<file path="src/rtl/mac_seq_divider.sv">
// mac_seq_divider: iterative restoring unsigned divider.
// One quotient bit per clock; trial subtract through a prefix adder.
module mac_seq_divider #(
  parameter int WIDTH = 16
) (
  input  logic             clk,
  input  logic             rst,
  input  logic             start,
  input  logic [WIDTH-1:0] dividend,
  input  logic [WIDTH-1:0] divisor,
  output logic             busy,
  output logic             done,
  output logic [WIDTH-1:0] quotient,
  output logic [WIDTH-1:0] remainder,
  output logic             div_by_zero
);

  localparam int N  = WIDTH + 1;
  localparam int CW = $clog2(WIDTH);
  localparam int LV = $clog2(N);

  typedef enum logic [1:0] {
    S_IDLE,
    S_RUN,
    S_DONE
  } state_t;

  state_t           r_state;
  logic [WIDTH-1:0] r_dvs;
  logic [WIDTH-1:0] r_q;
  logic [WIDTH:0]   r_rem;
  logic [CW-1:0]    r_cnt;
  logic             r_zpend;

  logic [WIDTH:0]   w_shift;
  logic [WIDTH:0]   w_t;
  logic [WIDTH:0]   w_rem_nxt;
  logic [WIDTH-1:0] w_q_nxt;
  logic             w_qbit;
  logic             w_accept;

  always_comb begin
    logic [WIDTH:0] b;
    logic [WIDTH:0] p;
    logic [WIDTH:0] g;
    logic [WIDTH:0] gp;
    logic [WIDTH:0] pp;
    w_shift = {r_rem[WIDTH-1:0], r_q[WIDTH-1]};
    b  = ~{1'b0, r_dvs};
    p  = w_shift ^ b;
    g  = w_shift & b;
    gp = g;
    pp = p;
    // carry-in of 1 (two's complement) folds into bit 0
    gp[0] = g[0] | p[0];
    for (int l = 0; l < LV; l++) begin
      for (int i = N - 1; i >= (1 << l); i--) begin
        gp[i] = gp[i] | (pp[i] & gp[i - (1 << l)]);
        pp[i] = pp[i] & pp[i - (1 << l)];
      end
    end
    w_t       = p ^ {gp[WIDTH-1:0], 1'b1};
    w_qbit    = ~w_t[WIDTH];
    w_rem_nxt = w_qbit ? w_t : w_shift;
    w_q_nxt   = {r_q[WIDTH-2:0], w_qbit};
  end

  assign w_accept = start &&
    ((r_state == S_IDLE) ||
     ((r_state == S_DONE) && !r_zpend));

  always_ff @(posedge clk) begin
    if (rst) begin
      r_state     <= S_IDLE;
      r_dvs       <= '0;
      r_q         <= '0;
      r_rem       <= '0;
      r_cnt       <= '0;
      r_zpend     <= 1'b0;
      busy        <= 1'b0;
      done        <= 1'b0;
      quotient    <= '0;
      remainder   <= '0;
      div_by_zero <= 1'b0;
    end else begin
      done <= 1'b0;
      unique case (r_state)
        S_RUN: begin
          r_rem <= w_rem_nxt;
          r_q   <= w_q_nxt;
          r_cnt <= r_cnt - 1'b1;
          if (r_cnt == '0) begin
            r_state   <= S_DONE;
            busy      <= 1'b0;
            done      <= 1'b1;
            quotient  <= w_q_nxt;
            remainder <= w_rem_nxt[WIDTH-1:0];
          end
        end
        S_DONE: begin
          // zero divisor spends one settle cycle before pulsing done
          if (r_zpend) begin
            r_zpend     <= 1'b0;
            done        <= 1'b1;
            quotient    <= '1;
            remainder   <= r_q;
            div_by_zero <= 1'b1;
          end else begin
            r_state <= S_IDLE;
          end
        end
        default: ;
      endcase
      if (w_accept) begin
        r_dvs       <= divisor;
        r_q         <= dividend;
        r_rem       <= '0;
        r_cnt       <= CW'(WIDTH - 1);
        div_by_zero <= 1'b0;
        if (divisor != '0) begin
          r_state <= S_RUN;
          busy    <= 1'b1;
        end else begin
          r_state <= S_DONE;
          r_zpend <= 1'b1;
        end
      end
    end
  end

endmodule

</file>
<file path="config.mk">
export PLATFORM = sky130hd
export DESIGN_NAME = mac_seq_divider
export DESIGN_NICKNAME = d
export VERILOG_FILES = /design/src/rtl/mac_seq_divider.sv
export SDC_FILE = /design/constraint.sdc
export NUM_CORES = 1
export LEC_CHECK = 0
export ABC_AREA = 1
export CAP_MARGIN = 40
export CORE_MARGIN = 4
export CORE_UTILIZATION = 55
export CTS_BUF_LIST = sky130_fd_sc_hd__clkbuf_2 sky130_fd_sc_hd__clkbuf_4 sky130_fd_sc_hd__clkbuf_8
export DETAILED_ROUTE_END_ITERATION = 16
export PLACE_DENSITY_LB_ADDON = 0.2
export SKIP_LAST_GASP = 1
export SLEW_MARGIN = 10
export SYNTH_ARGS = -nofsm -noshare
export SYNTH_HDL_FRONTEND = slang
export SYNTH_SLANG_ARGS = --single-unit
export TNS_END_PERCENT = 50
</file>
<file path="constraint.sdc">
create_clock -name clk -period 4.6 [get_ports clk]
set_input_delay 0.69 -clock clk [delete_from_list [all_inputs] [get_ports clk]]
set_output_delay 0.69 -clock clk [all_outputs]
set_load 0.01 [all_outputs]
</file>
==> flow_summary.toml, run 1 <==
[status]
outcome = "finished clean"

[logic_synthesis]
ys.warnings.count = 0
yosysUniqueCellTypes = 39
avgSynthCellArea_um2 = 6.82
ys_async_sr_fraction_pct = 0
syn_inst = 763
ys_seq_area_share_pct = 34.6
ys_seq_elements = 90
synth-main-ff-cell = "dfxtp_1"
synth_area_um2 = 5200
synthesis.nets = 820
synth-edff-count = 0

[timing]
relSlewSlack_pct = 48.3
fin_crit_sh_pct = 65.6
setup_ws_ns = 1.58
setup_viol = 0
tightest_slew_ns = 0.775
setup_tns_ns = 0
fin_worst_skew_ns = 0.0127
rsz0062_at_grt = "no"
timing.final.crit_period_ns = 3.02
slew_viol_final = 0
hold_viol_final = 0
max_freq_mhz = 332

[clock_tree]
cts_buffers = 9
cts.hold.buffers_added = 0
insertion_delay_ns = 0.37
clockBufferDepth = 2
tritoncts = "done"
cts_resized = 0
cts.sinks = 90
htreeDepth = 3
root_buffer = "clkbuf_8"
clk_pin_slew_ns = 0.09
cts_setup_buffers = 0

[finish]
nNetsFinal = 873
fin_cells = 950
drive_gt1_share_pct = 9.01
diodes = 0
post-route-util_pct = 66.1
stdcell_area_um2 = 6110
area_growth_pct = 17.5

[setup_path]
slowest_stage = "ha_1"
worst_path_most_repeated_cell = "inv_2"
cp_num_buf_inv = 3
max_stage_delay_ns = 0.66
cp_max_fo = 32
end_kind = "flop"
required_ns = 4.90
start_kind = "flop"
crit_type = "reg2reg"
cp_cell_sequence = "inv_1 > ha_1 > inv_2 > o21ai_1 > and2_1 > inv_2 > a21oi_1 > nand2_1 > a21oi_2"
cp.arrival_ns = 3.31
crit_family = "buffers and inverters"

[pwr]
cellPowerDensity_nw_per_um2 = 675
power_leakage_uw = 0.00282
ir_worst_vdd_mv = 0.322

[floorplan]
die_x_um = 105
io_pins = 70
rows = 35
dieHeight_um = 105
fp.coreArea_um2 = 9240
dieArea_um2 = 11100
start_util_pct = 56.3

[placement]
gp_congestion = 0.919
placedCellCount = 934
dp_hpwl_mm = 10.4
dp_worst_setup_slack_ns = 1.65
placed_area_um2 = 5930
port_buffers = 69

[drt]
drt-total-wl_mm = 13.6
drt_iter0_drc = 353
routed_via_density = 5.27
route.met3.wl_um = 729
remaining_drc_errors = 0
first_pass_iters = 5
antenna_left = 0
vias = 5002
route.met2.wl_mm = 6.57
post_drt_wl_per_cell_um = 14.3
wl_met1_mm = 5.96
highest_layer = "met4"

[grt]
grt_pass1_wl_mm = 22.8
overflow = 0
grt_max_degree = 39
grt_pass1_vias = 4768
track_usage_pct = 25.3
antenna_found_initial = 0

[hold_path]
min_path_type = "reg2reg"

[run]
maxCapViolations = 0
-- layout make-up --
| type | instances | area [um^2] |
|---|---|---|
| fillers | 855 | 3130 |
| clock inverters | 6 | 40.0 |
| well taps | 129 | 161 |
| multi-input cells | 524 | 2800 |
| flip-flops and latches | 90 | 1800 |
| clock buffers | 10 | 138 |
| repair buffers | 74 | 728 |
| inverters | 117 | 439 |
-- stage by stage --
stage / total power (uW) / hold WS [ns]
2_1_floorplan: 2970 / 0.435
3_3_place_gp: 3560 / 0.451
3_5_place_dp: 3620 / 0.457
4_1_cts: 4130 / 0.469
5_1_grt: 4480 / 0.490
6_report: 4130 / 0.466
-- final timing paths --
check,depth (start not counted),end,slack [ns],startpoint
max,9,remainder[12],1.58,r_state[0]
min,2,r_dvs[11],0.47,r_dvs[11]
max reg2reg,9,remainder[12],1.58,r_state[0]
min reg2reg,2,r_dvs[11],0.47,r_dvs[11]
-- synth_stat cells, drive strengths merged, types with 4 or more instances --
master / number / area, um^2
a21oi: 79 / 440
a221oi: 8 / 70.1
a31oi: 9 / 56.3
and2: 4 / 25.0
buf: 14 / 88.8
clkbuf: 18 / 67.6
dfxtp: 90 / 1800
ha: 21 / 263
inv: 115 / 432
nand2: 204 / 881
nand3: 64 / 398
nand4: 5 / 31.3
nor2: 74 / 280
o21ai: 36 / 180
xor2: 5 / 43.8
-- registers in the layout, summed over array words and instances (netlist names) --
register     count
busy             1
div_by_zero      1
done             1
quotient        16
r_cnt            4
r_dvs           16
r_q             16
r_rem           16
r_state          2
r_zpend          1
remainder       16
-- power breakdown --
part	total, uW	internal (uW)	switching, uW
clock	501	211	290
combinational	2470	901	1560
sequential	1160	1010	151
total	4130	2120	2000
-- tightest hold or removal path, delay by kind of cell (launching register included) --
| kind | cells | cell delay, ns |
|---|---|---|
| DFF | 1 | 0.30 |
| AOI/OAI and AO/OA | 1 | 0.06 |
| buffers and inverters | 1 | 0.06 |
-- per-layer routing --
layer  track usage [%]  vias to the layer above
met4              8.34                        0
met2              42.9                      140
met3              5.39                       23
met5                 0                        -
li1                  -                     2529
met1              31.9                     2310
-- logic make-up after synthesis --
kind of cell / Yosys count / synth area share [%]
flip-flops: 90 / 34.6
AO/OA/AOI/OAI: 136 / 14.9
XOR/XNOR: 7 / 1.18
adder cells (fa/ha/maj): 22 / 5.44
AND/OR/NAND/NOR: 359 / 32.4
buffers and inverters: 149 / 11.5
-- layout by cell type, fill, tap and decap left out, drive strengths merged --
cell	count
nand2	204
inv	116
dfxtp	90
a21oi	79
nor2	74
clkdlybuf4s50	69
nand3	64
o21ai	36
ha	21
clkbuf	10
a31oi	9
a221oi	8
clkinv	6
xor2	5
nand4	5
buf	5
and2	4
nand3b	3
or2	3
xnor2	2
nor3	2
o211ai	1
o22ai	1
o21bai	1
o221ai	1
fa	1
clkinvlp	1
Note: power is estimated with default switching activity, not from simulation.
==> run 2, diff against run 1 <==
--- a/config.mk
+++ b/config.mk
@@ -8,7 +8,7 @@
 export ABC_AREA = 1
 export CAP_MARGIN = 40
 export CORE_MARGIN = 4
-export CORE_UTILIZATION = 55
+export CORE_UTILIZATION = 52
 export CTS_BUF_LIST = sky130_fd_sc_hd__clkbuf_2 sky130_fd_sc_hd__clkbuf_4 sky130_fd_sc_hd__clkbuf_8
 export DETAILED_ROUTE_END_ITERATION = 16
 export PLACE_DENSITY_LB_ADDON = 0.2
==> constraint.sdc (replaced) <==
create_clock -name clk -period 2.42 [get_ports clk]
set_input_delay 0.363 -clock clk [delete_from_list [all_inputs] [get_ports clk]]
set_output_delay 0.363 -clock clk [all_outputs]
set_load 0.01 [all_outputs]
==> flow_summary.toml, run 2 (synthesized netlist as in run 1, its figures left out) <==
[setup_path]
required_ns = 2.69
max_stage_delay_ns = 0.37
end_kind = "flop"
worst_path_most_repeated_cell = "nand2_4"
crit_family = "simple AND/OR/NAND/NOR gates"
slowest_stage = "fa_2"
crit_type = "reg2reg"
start_kind = "flop"
cp_num_buf_inv = 3
cp_cell_sequence = "inv_1 > ha_1 > fa_2 > inv_2 > nand2_1 > nand2_1 > nand3_2 > nand2_4 > nand2_4 > nand2_4 > nand2_4 > buf_6 > nand3_1 > nand3_2 > nand2_1 > a21oi_2"
cp_max_fo = 13
cp.arrival_ns = 2.48

[floorplan]
dieHeight_um = 108
die_x_um = 108
io_pins = 70
dieArea_um2 = 11700
start_util_pct = 53.2
rows = 36
fp.coreArea_um2 = 9770

[drt]
drt-total-wl_mm = 13.8
vias = 5056
antenna_left = 0
drt_iter0_drc = 329
post_drt_wl_per_cell_um = 14.3
remaining_drc_errors = 0
routed_via_density = 5.24
first_pass_iters = 5

[grt]
grt_pass1_wl_mm = 22.7
overflow = 0
grt_max_degree = 38
track_usage_pct = 24.7
grt_pass1_vias = 4790
antenna_found_initial = 0

[clock_tree]
cts_setup_buffers = 0
clk_pin_slew_ns = 0.10
cts_resized = 0
clockBufferDepth = 2
htreeDepth = 3
cts_buffers = 9
cts.hold.buffers_added = 0
tritoncts = "done"
cts.sinks = 90
insertion_delay_ns = 0.39
root_buffer = "clkbuf_8"

[placement]
gp_congestion = 0.924
dp_hpwl_mm = 10.6
port_buffers = 69

[pwr]
power_leakage_uw = 0.00288
ir_worst_vdd_mv = 0.847
cellPowerDensity_nw_per_um2 = 1300

[hold_path]
min_path_type = "reg2reg"

[timing]
fin_worst_skew_ns = 0.0120
hold_viol_final = 0
slew_viol_final = 0
timing.final.crit_period_ns = 2.22
tightest_slew_ns = 0.499
hold_slack_ns = 0.467
rsz0062_at_grt = "no"
setup_viol = 0
setup_tns_ns = 0
max_freq_mhz = 451
relSlewSlack_pct = 66.7
fin_crit_sh_pct = 91.6

[finish]
post-route-util_pct = 64.0
nNetsFinal = 883
drive_gt1_share_pct = 10.7
diodes = 0
final_cell_mix = "184 x nand2_1, 110 x inv_1, 89 x dfxtp_1"
area_growth_pct = 20.3
layout_commonest_cell = "nand2_1"

[run]
maxCapViolations = 0

[status]
outcome = "finished clean"
## run 2: area by class of cell
cell class | count | area [um^2]
clock buffer | 9 | 124
clock inverter | 7 | 85.1
fill | 931 | 3520
timing repair buffer | 84 | 815
tap | 133 | 166
multi-input combinational | 524 | 2830
inverter | 117 | 439
sequential | 90 | 1800
## run 2: through the flow
stage / worst slack [ns] / cell area (um^2) / cells / power (uW)
final: 0.203 / 6260 / 964 / 8150
after global routing: 0.00602 / 6260 / 964 / 8840
after CTS: 0.0200 / 6220 / 964 / 8090
after detailed placement: 0.0368 / 6010 / 948 / 6970
after global placement: 0.146 / 6010 / 948 / 6890
after floorplan: 0.298 / 5200 / 763 / 5650
## run 2: metal layers
layer / vias up / part of all wire (%) / GRT usage [%]
li1: 2571 / - / -
met1: 2334 / 43 / 31.7
met2: 128 / 50 / 41.3
met3: 23 / 5.0 / 4.78
met4: 0 / 2.3 / 9.11
met5: - / 0 / 0
## run 2: where the power goes
| part | internal [uW] | switching (uW) | leakage [uW] |
|---|---|---|---|
| logic | 1830 | 3020 | 0.00204 |
| registers | 1920 | 270 | 0.000737 |
| clock network | 496 | 615 | 0.0000999 |
| total | 4250 | 3900 | 0.00288 |
## run 2: worst min-delay path, delay by kind of cell (launching register included)
| family | cells | cell delay [ns] |
|---|---|---|
| buffers and inverters | 1 | 0.07 |
| DFF | 1 | 0.30 |
| AOI/OAI and AO/OA | 1 | 0.06 |
## run 2: path summary, 6_finish.rpt
| kind | start | end | slack (ns) | cells after the start |
|---|---|---|---|---|
| setup / recovery | r_q[15] | remainder[14] | 0.20 | 16 |
| hold / removal | r_dvs[8] | r_dvs[8] | 0.47 | 2 |
| setup reg to reg | r_q[15] | remainder[14] | 0.20 | 16 |
| hold reg to reg | r_dvs[8] | r_dvs[8] | 0.47 | 2 |
==> run 3, diff against run 2 <==
--- a/config.mk
+++ b/config.mk
@@ -6,7 +6,7 @@
 export NUM_CORES = 1
 export LEC_CHECK = 0
 export ABC_AREA = 1
-export CAP_MARGIN = 40
+export CAP_MARGIN = 20
 export CORE_MARGIN = 4
 export CORE_UTILIZATION = 52
 export CTS_BUF_LIST = sky130_fd_sc_hd__clkbuf_2 sky130_fd_sc_hd__clkbuf_4 sky130_fd_sc_hd__clkbuf_8
==> results of run 3 <==
Same layout as run 2: the final DEF is identical, and so are final timing and power.
